`src/rtl/systolic_array_os_if.sv`:
```
// Handshake and data bundle between a matrix source/sink and the output-stationary systolic array.
interface systolic_array_os_if #(
    parameter int WIDTH = 4,
    parameter int SIZE  = 3,
    parameter int ACC_W = 12
);
    logic                        start;
    logic                        in_valid;
    logic                        in_ready;
    logic [SIZE*WIDTH-1:0]       a_in;
    logic [SIZE*WIDTH-1:0]       b_in;
    logic [SIZE*SIZE*ACC_W-1:0]  c_out;
    logic                        c_valid;
    logic                        c_ready;
    logic                        busy;

    modport master (
        output start, in_valid, a_in, b_in, c_ready,
        input  in_ready, c_out, c_valid, busy
    );

    modport slave (
        input  start, in_valid, a_in, b_in, c_ready,
        output in_ready, c_out, c_valid, busy
    );
endinterface

```
`src/rtl/systolic_array_os.sv`:
```
// Output-stationary SIZE x SIZE systolic matrix multiplier fed with pre-skewed A/B wavefronts.
// Result valid 3*SIZE-1 cycles after start plus input stalls; result held in DONE until c_ready.
module systolic_array_os #(
    parameter int WIDTH = 4,
    parameter int SIZE  = 3,
    parameter int ACC_W = 12
) (
    input logic                clock,
    input logic                nreset,
    systolic_array_os_if.slave bus
);
    typedef enum logic [1:0] {IDLE, LOAD, DRAIN, DONE} state_t;

    localparam int CNT_W = $clog2(2 * SIZE);
    localparam logic [CNT_W-1:0] LAST_BEAT  = CNT_W'(2 * SIZE - 2);
    localparam logic [CNT_W-1:0] LAST_DRAIN = CNT_W'(SIZE - 2);

    state_t             state;
    state_t             state_nx;
    logic [CNT_W-1:0]   cnt;
    logic               clear;
    logic               beat;
    logic               step;
    logic               in_ready;
    logic               c_valid;
    logic               busy;

    logic [WIDTH-1:0]   a_reg [SIZE][SIZE];
    logic [WIDTH-1:0]   b_reg [SIZE][SIZE];
    logic [ACC_W-1:0]   acc   [SIZE][SIZE];
    logic [SIZE*SIZE*ACC_W-1:0] c_flat;

    always_ff @(posedge clock or negedge nreset) begin
        if (!nreset) state <= IDLE;
        else         state <= state_nx;
    end

    always_comb begin
        state_nx = state;
        case (state)
            IDLE:    if (bus.start)                  state_nx = LOAD;
            LOAD:    if (beat && cnt == LAST_BEAT)   state_nx = DRAIN;
            DRAIN:   if (cnt == LAST_DRAIN)          state_nx = DONE;
            DONE:    if (bus.c_ready)                state_nx = IDLE;
            default:                                 state_nx = IDLE;
        endcase
    end

    always_comb begin
        in_ready = (state == LOAD);
        c_valid  = (state == DONE);
        busy     = (state != IDLE);
        clear    = (state == IDLE) && bus.start;
        beat     = (state == LOAD) && bus.in_valid;
        step     = beat || (state == DRAIN);
    end

    // One counter serves both phases: beats in LOAD, then drain steps after wrapping to zero.
    always_ff @(posedge clock or negedge nreset) begin
        if (!nreset)                 cnt <= '0;
        else if (clear)              cnt <= '0;
        else if (beat)               cnt <= (cnt == LAST_BEAT) ? '0 : cnt + CNT_W'(1);
        else if (state == DRAIN)     cnt <= cnt + CNT_W'(1);
    end

    for (genvar i = 0; i < SIZE; i++) begin : g_row
        for (genvar j = 0; j < SIZE; j++) begin : g_col
            logic [WIDTH-1:0]   left;
            logic [WIDTH-1:0]   top;
            logic [2*WIDTH-1:0] prod;

            // Edge lanes inject zero while draining so trailing steps add nothing.
            if (j == 0) begin : g_left_edge
                assign left = (state == LOAD) ? bus.a_in[i*WIDTH +: WIDTH] : '0;
            end else begin : g_left_inner
                assign left = a_reg[i][j-1];
            end

            if (i == 0) begin : g_top_edge
                assign top = (state == LOAD) ? bus.b_in[j*WIDTH +: WIDTH] : '0;
            end else begin : g_top_inner
                assign top = b_reg[i-1][j];
            end

            assign prod = {{WIDTH{1'b0}}, left} * {{WIDTH{1'b0}}, top};

            always_ff @(posedge clock or negedge nreset) begin
                if (!nreset) begin
                    a_reg[i][j] <= '0;
                    b_reg[i][j] <= '0;
                    acc[i][j]   <= '0;
                end else if (clear) begin
                    a_reg[i][j] <= '0;
                    b_reg[i][j] <= '0;
                    acc[i][j]   <= '0;
                end else if (step) begin
                    a_reg[i][j] <= left;
                    b_reg[i][j] <= top;
                    acc[i][j]   <= acc[i][j] + ACC_W'(prod);
                end
            end

            assign c_flat[(i*SIZE+j)*ACC_W +: ACC_W] = acc[i][j];
        end
    end

    assign bus.in_ready = in_ready;
    assign bus.c_valid  = c_valid;
    assign bus.busy     = busy;
    assign bus.c_out    = c_flat;
endmodule

```
`src/flat_wrapper.sv`:
```
// flat-port wrapper written by rule: the top's interface ports become plain ports
module systolic_array_os_flat 
#(
    parameter int WIDTH = 4,
    parameter int SIZE  = 3,
    parameter int ACC_W = 12
)
  (clock, nreset, bus_start, bus_in_valid, bus_a_in, bus_b_in, bus_c_ready, bus_in_ready, bus_c_out, bus_c_valid, bus_busy);
  systolic_array_os_if #(.WIDTH(WIDTH), .SIZE(SIZE), .ACC_W(ACC_W)) bus_i ();
  input logic clock;
  input logic nreset;
  input wire logic [$bits(bus_i.start)-1:0] bus_start;
  input wire logic [$bits(bus_i.in_valid)-1:0] bus_in_valid;
  input wire logic [$bits(bus_i.a_in)-1:0] bus_a_in;
  input wire logic [$bits(bus_i.b_in)-1:0] bus_b_in;
  input wire logic [$bits(bus_i.c_ready)-1:0] bus_c_ready;
  output wire logic [$bits(bus_i.in_ready)-1:0] bus_in_ready;
  output wire logic [$bits(bus_i.c_out)-1:0] bus_c_out;
  output wire logic [$bits(bus_i.c_valid)-1:0] bus_c_valid;
  output wire logic [$bits(bus_i.busy)-1:0] bus_busy;
  assign bus_i.start = bus_start;
  assign bus_i.in_valid = bus_in_valid;
  assign bus_i.a_in = bus_a_in;
  assign bus_i.b_in = bus_b_in;
  assign bus_i.c_ready = bus_c_ready;
  assign bus_in_ready = bus_i.in_ready;
  assign bus_c_out = bus_i.c_out;
  assign bus_c_valid = bus_i.c_valid;
  assign bus_busy = bus_i.busy;
  systolic_array_os #(.WIDTH(WIDTH), .SIZE(SIZE), .ACC_W(ACC_W)) u_core (.clock(clock), .nreset(nreset), .bus(bus_i));
endmodule
```
`config.mk`:
```
export PLATFORM = sky130hd
export DESIGN_NAME = systolic_array_os_flat
export DESIGN_NICKNAME = d
export VERILOG_FILES = /design/src/rtl/systolic_array_os_if.sv /design/src/rtl/systolic_array_os.sv /design/src/flat_wrapper.sv
export SDC_FILE = /design/constraint.sdc
export NUM_CORES = 1
export LEC_CHECK = 0
export ABC_AREA = 1
export CORE_MARGIN = 2
export CORE_UTILIZATION = 63
export DETAILED_ROUTE_END_ITERATION = 12
export PLACE_DENSITY = 0.92
export SYNTH_ARGS = -nofsm -noshare
export SYNTH_HDL_FRONTEND = slang
export SYNTH_SLANG_ARGS = --single-unit
```
`constraint.sdc`:
```
create_clock -name clock -period 6.2 [get_ports clock]
set_input_delay 0.93 -clock clock [delete_from_list [all_inputs] [get_ports clock]]
set_output_delay 0.93 -clock clock [all_outputs]
set_load 0.01 [all_outputs]
```
Word-level counts from Yosys, hierarchy flattened --
Cells that the tools add are included.
Operators by class: add/sub/neg operators 10, multipliers 9, equality and inequality tests 9, mux-type cells 57, reduce and logical (&&, ||, !) cells 9
Operators by type and width (count):
- $mux 12 | 18
- $mux 4 | 30
- $add 12x8->12 | 9
- $mul 4x4->8 | 9
- $mux 3 | 4
- $mux 2 | 4
- $pmux 2 s4 | 1
- $eq 2x2->1 const B | 2
- $ne 2x1->1 const B | 2
- $ne 2x2->1 const B | 2
- $reduce_and 4->1 | 1
- $reduce_bool 2->1 | 2
- $add 3x1->3 const B | 1
- $eq 3x1->1 const B | 1
- $eq 3x3->1 const B | 1
- $logic_and 1x1->1 | 3
- $reduce_bool 3->1 | 1
- $eq 2x1->1 const B | 1
- $logic_not 2->1 | 1
- $logic_or 1x1->1 | 1
Storage, ports and cells: bits in registers 161, input port bits 29, logic and storage cells 117

Depth between registers and ports, before layout --
depth in word-level cells 6, gate-level depth with buffers 21, gate-level depth less buffers 19

Least setup slack after synthesis --
Ideal clock, no wire load.
kind reg2reg, start point reg u_core.state[1], end point reg u_core.acc, in the netlist u_core.bus.c_out[33], arrival 3.768 ns, required time 6.081 ns, slack 2.313 ns, cell stages (with the launch flop) 16, clock period less this slack 3.887 ns, cells stage by stage dfrtp_1 > inv_1 > ha_1 > buf_4 > clkbuf_1 > nand3_1 > fa_1 > fa_1 > fa_1 > inv_1 > ha_1 > or2_2 > nand3_1 > nand3_1 > a21oi_1 > nor2_1
Between the ends: word-level cells in the longest chain between the ends 6, elaborated cells between the ends (all ways) 12, classes of those cells add/sub (1); mul (1); eq/ne (2); mux (3); reduce/logical (5)
Ends and longest elaborated chain:
- from (decl) | line systolic_array_os.sv:18 | state_t state;
- from (signal assigned) | line systolic_array_os.sv:35 | else state <= state_nx;
- $eq 2x1->1 *
- via bus_in_ready | line flat_wrapper.sv:17 | output wire logic [$bits(bus_i.in_ready)-1:0] bus_in_ready;
- $mux 4 | line systolic_array_os.sv:80 | assign top = (state == LOAD) ? bus.b_in[j*WIDTH +: WIDTH] : '0;
- $mul 4x4->8 | line systolic_array_os.sv:85 | assign prod = {{WIDTH{1'b0}}, left} * {{WIDTH{1'b0}}, top};
- $add 12x8->12 | line systolic_array_os.sv:99 | acc[i][j] <= acc[i][j] + ACC_W'(prod);
- $mux 12 | line systolic_array_os.sv:96 | end else if (step) begin
- $mux 12 | line systolic_array_os.sv:92 | end else if (clear) begin
- to (signal, indexed assignment) | line systolic_array_os.sv:99
- to (decl) | line systolic_array_os.sv:30 | logic [ACC_W-1:0] acc [SIZE][SIZE];
The timed path passes the listed nets; every way through them passes the cells marked *. The select of a mux whose other input is x is not followed. A chain may end at the register's enable or synchronous reset.

Worst setup path after layout --
start point reg u_core.state[1], end point reg u_core.acc, in the netlist u_core.bus.c_out[81]
Between the ends: word-level cells in the longest chain between the ends 6, elaborated cells between the ends (all ways) 12, classes of those cells add/sub (1); mul (1); eq/ne (2); mux (3); reduce/logical (5)
Ends and longest elaborated chain:
- $eq 2x1->1 | line systolic_array_os.sv:54, systolic_array_os.sv:74
- $mux 4 | line systolic_array_os.sv:74 | assign left = (state == LOAD) ? bus.a_in[i*WIDTH +: WIDTH] : '0;
- $mul 4x4->8 | line systolic_array_os.sv:85
- $add 12x8->12 | line systolic_array_os.sv:99
- $mux 12 | line systolic_array_os.sv:96
- $mux 12 | line systolic_array_os.sv:92
Several ways; a longest one is shown, not always the timed one. The select of a mux whose other input is x is not followed.

==> flow_metrics.env <==
export IMPL_outcome="finished, final reports clean"
export IMPL_fin_cells=2222
export IMPL_worst_pin_slew_ns=1.06
export IMPL_setup_violations_final=0
export IMPL_synth_cell_type_count=31
export IMPL_synth_fa_ha_area_share_pct=27.2
export IMPL_vias_per_cell=5.59
export IMPL_critPathMaxFanout=47
export IMPL_drive_gt1_share_pct=2.83
export IMPL_grt_max_degree=83
export IMPL_post_route_period_util_pct=68.6
export IMPL_grt_pass1_wl_um=58100
export IMPL_cts_hold_repair_buffers=0
export IMPL_antenna_found_initial=0
export IMPL_syn_instance_count=1803
export IMPL_synthArstFlopShare_pct=100
export IMPL_crit_family="adder cells"
export IMPL_boundaryPins=140
export IMPL_die_width_um=152
export IMPL_min_from="u_core.bus.c_out[31]$_DFFE_PN0P_"
export IMPL_r2r_setup_slack_ns=1.95
export IMPL_die_y_um=152
export IMPL_synth_main_ff_cell="dfrtp_1"
export IMPL_max_vdd_ir_drop_mv=0.318
export IMPL_cts_root_buf="clkbuf_16"
export IMPL_num_rows=54
export IMPL_placed_cells=2190
export IMPL_fin_util_pct=74.0
export IMPL_syn_area_per_cell_um2=7.66
export IMPL_routedWlPerCell_um=15.5
export IMPL_area_growth_pct=16.3
export IMPL_grt_overflow_total=0
export IMPL_maxSlewViolCount=0
export IMPL_finalCriticalPeriod_ns=4.25
export IMPL_p_per_area_nw_per_um2=329
export IMPL_synth_top_area_share_pct=29.2
export IMPL_nets=2209
export IMPL_setup_ws_ns=1.95
export IMPL_htree_num_levels=4
export IMPL_cp_end_kind="flop"
export IMPL_p_clk_share_pct=23.2
export IMPL_cp_num_buf_inv=3
export IMPL_combPwrFrac_pct=46.1
export IMPL_synth_edf_count=0
export IMPL_synth_top_family_by_area="adder cells"
export IMPL_clock_latency_ns=0.44
export IMPL_postCtsSetupBuffers=0
export IMPL_cts_resized=0
export IMPL_num_vias=12418
export IMPL_yosys_top_cells_area="dfrtp_1, ha_1, fa_1"
export IMPL_hold_viol=0
export IMPL_portBuffers=139
export IMPL_wirelength_um=34400
export IMPL_synthXorXnorAreaFrac_pct=0.381
export IMPL_p_leak_nw=8.80
export IMPL_place_gp_congestion=0.960
export IMPL_initial_utilization_pct=63.6
export IMPL_dr_pass1_iters=6
export IMPL_hold_class="reg2reg"
export IMPL_grt_usage_pct=30.4
export IMPL_r2r_end="u_core.bus.c_out[81]$_DFFE_PN0P_"
export IMPL_cp_slowest_cell="fa_1"
export IMPL_yosysWarningCount=0
export IMPL_yosysSeqAreaShare_pct=29.2
export IMPL_rr_startpoint="u_core.state[1]$_DFFE_PN0P_"
export IMPL_dp_hpwl_um=24800
export IMPL_start_kind="flop"
export IMPL_p_int_mw=2.97
export IMPL_synth_net_count=2083
export IMPL_worst_path_most_repeated_cell="nand2_1"
export IMPL_swShare_pct=43.7
export IMPL_diodes=0
export IMPL_drc=0
export IMPL_place_ws_ns=1.73
export IMPL_slowest_delay_ns=0.58
export IMPL_crit_path_cell_trace="inv_1 > ha_1 > buf_4 > nand3_1 > fa_1 > fa_1 > fa_1 > inv_1 > ha_1 > nand2_1 > o21ai_0 > nand2_1 > nand2_1 > nand3_1 > nand2_1 > nor2_1"
export IMPL_core_um2=21700
export IMPL_maxCapViolCount=0
export IMPL_finClkSkew_ns=0.0101
export IMPL_ys_seq_elements=161
export IMPL_p_switching_mw=2.30
export IMPL_die_area_um2=23100
export IMPL_syn_area_um2=13800
export IMPL_ff2ff_path_depth=16
export IMPL_grt_pass1_vias=12541
export IMPL_cp_data_required_time_ns=6.53
export IMPL_cts_tree="done"
export IMPL_holdPathStages=2
export IMPL_cts_buffers_inserted=17
export IMPL_clkTransAtPathRegs_ns=0.07
export IMPL_cts_sinks=161
export IMPL_synth_simple_area_share_pct=20.9
export IMPL_criticalPathCategory="reg2reg"
export IMPL_synth_compound_area_share_pct=9.84
export IMPL_clockBufferDepth=2
export IMPL_drt_iter0_drc=798
export IMPL_max_freq_ghz=0.235
export IMPL_detail_route_antenna_nets=0
export IMPL_p_total_mw=5.27
export IMPL_synth_area_leader_cell="dfrtp_1"
export IMPL_crit_arrival_ns=4.58
export IMPL_muxShareOfSynthArea_pct=0
export IMPL_rsz0062_at_grt="false"
export IMPL_seqPwrFrac_pct=30.8
export IMPL_relSlewSlack_pct=29.1
export IMPL_fin_setup_tns_ns=0
export IMPL_holdPathEnd="u_core.bus.c_out[31]$_DFFE_PN0P_"
==> cells in the mapped netlist, types with 2 or more instances <==
cell type	instances
nand3b_1	8
ha_1	170
and2_1	3
nand3_1	97
a22o_1	21
inv_1	396
nand2_2	4
dfrtp_1	161
a21o_1	2
or2_2	6
a21boi_0	6
and3_1	2
buf_6	6
xor2_1	3
fa_1	81
a21oi_1	71
o22ai_1	56
inv_2	3
buf_2	21
nand2_1	407
clkbuf_1	10
nand2_4	2
xnor2_1	3
o21ai_0	57
nor2_1	179
o21ai_1	23
==> state kept, by name (all words and copies together), names as in the netlist <==
name	count
u_core.bus.c_out	108
u_core.g_row.g_col.left	24
u_core.state	2
u_core.g_row.g_col.top	24
u_core.cnt	3
==> cells by family (layout without fill, tap and decap cells) <==
group / Yosys count / count (layout)
AOI/OAI and AO/OA: 237 / 237
and+or+nand+nor: 710 / 710
adders and majority gates: 251 / 251
xor gates and xnor gates: 6 / 6
buffers and inverters: 438 / 577
DFF: 161 / 161
==> placed cells by master (no fill, tap or decap) <==
cell	count
o21ai_1	23
clkbuf_16	17
o22ai_1	56
dfrtp_1	161
nand2_2	4
bufinv_16	5
or2_2	6
nand3_4	1
a22o_1	21
clkdlybuf4s50_1	138
clkbuf_1	1
ha_1	170
nor2_1	179
nand3b_1	8
xnor2_1	3
buf_6	1
inv_6	2
buf_4	6
nand2_4	2
clkbuf_8	3
and2_1	3
and3_1	2
nand4_1	1
nand2_1	407
o21ai_0	57
clkinv_4	2
inv_2	3
nand3_1	97
inv_1	396
clkinvlp_4	2
a21boi_0	6
fa_1	81
a21oi_1	71
a21o_1	2
buf_12	1
o21bai_1	1
xor2_1	3
==> stage by stage <==
step           instance area [µm²]  hold slack [ns]
3_5_place_dp                 15400            0.510
5_1_grt                      16000            0.566
4_1_cts                      16000            0.530
2_1_floorplan                13800            0.478
3_3_place_gp                 15400            0.500
6_report                     16000            0.518
==> layout make-up <==
cell class                      instances  area [µm²]
Multi-Input combinational cell       1204        8040
Fill cell                            1524        5640
Sequential cell                       161        4030
Inverter                              399        1500
Timing Repair Buffer                  146        1460
Clock buffer                           21         470
Tap cell                              280         350
Clock inverter                         11         200
==> power groups by stage <==
stage	Combinational (mW)	Clock, mW	Sequential [mW]
3_3_place_gp	2.29	0	1.61
5_1_grt	2.67	1.27	1.65
4_1_cts	2.41	1.23	1.61
3_5_place_dp	2.38	0	1.62
6_report	2.43	1.22	1.62
2_1_floorplan	1.53	0	1.62
==> layer usage <==
layer	track usage (%)	wire length (µm)	up-vias
li1	-	-	5873
met1	37.3	13800	5909
met2	52.9	17200	512
met3	5.16	2180	124
met4	13.1	1300	0
met5	0	0	-
==> tightest hold or removal path, delay by kind of cell, from the launching register on <==
family        cells  cell delay (ns)
flops             1             0.37
simple gates      2             0.11
==> how the worst max path moves through the flow <==
stage,start,endpoint,cells after the start
after floorplan,u_core.state[1]$_DFFE_PN0P_,u_core.bus.c_out[33]$_DFFE_PN0P_,15
after global placement,bus_b_in[1],u_core.bus.c_out[9]$_DFFE_PN0P_,14
after detailed placement,bus_a_in[10],u_core.bus.c_out[81]$_DFFE_PN0P_,14
after CTS,u_core.state[1]$_DFFE_PN0P_,u_core.bus.c_out[81]$_DFFE_PN0P_,16
after global routing,u_core.state[1]$_DFFE_PN0P_,u_core.bus.c_out[9]$_DFFE_PN0P_,18
final,u_core.state[1]$_DFFE_PN0P_,u_core.bus.c_out[81]$_DFFE_PN0P_,16
No activity file was read; power rests on OpenSTA's default activity.
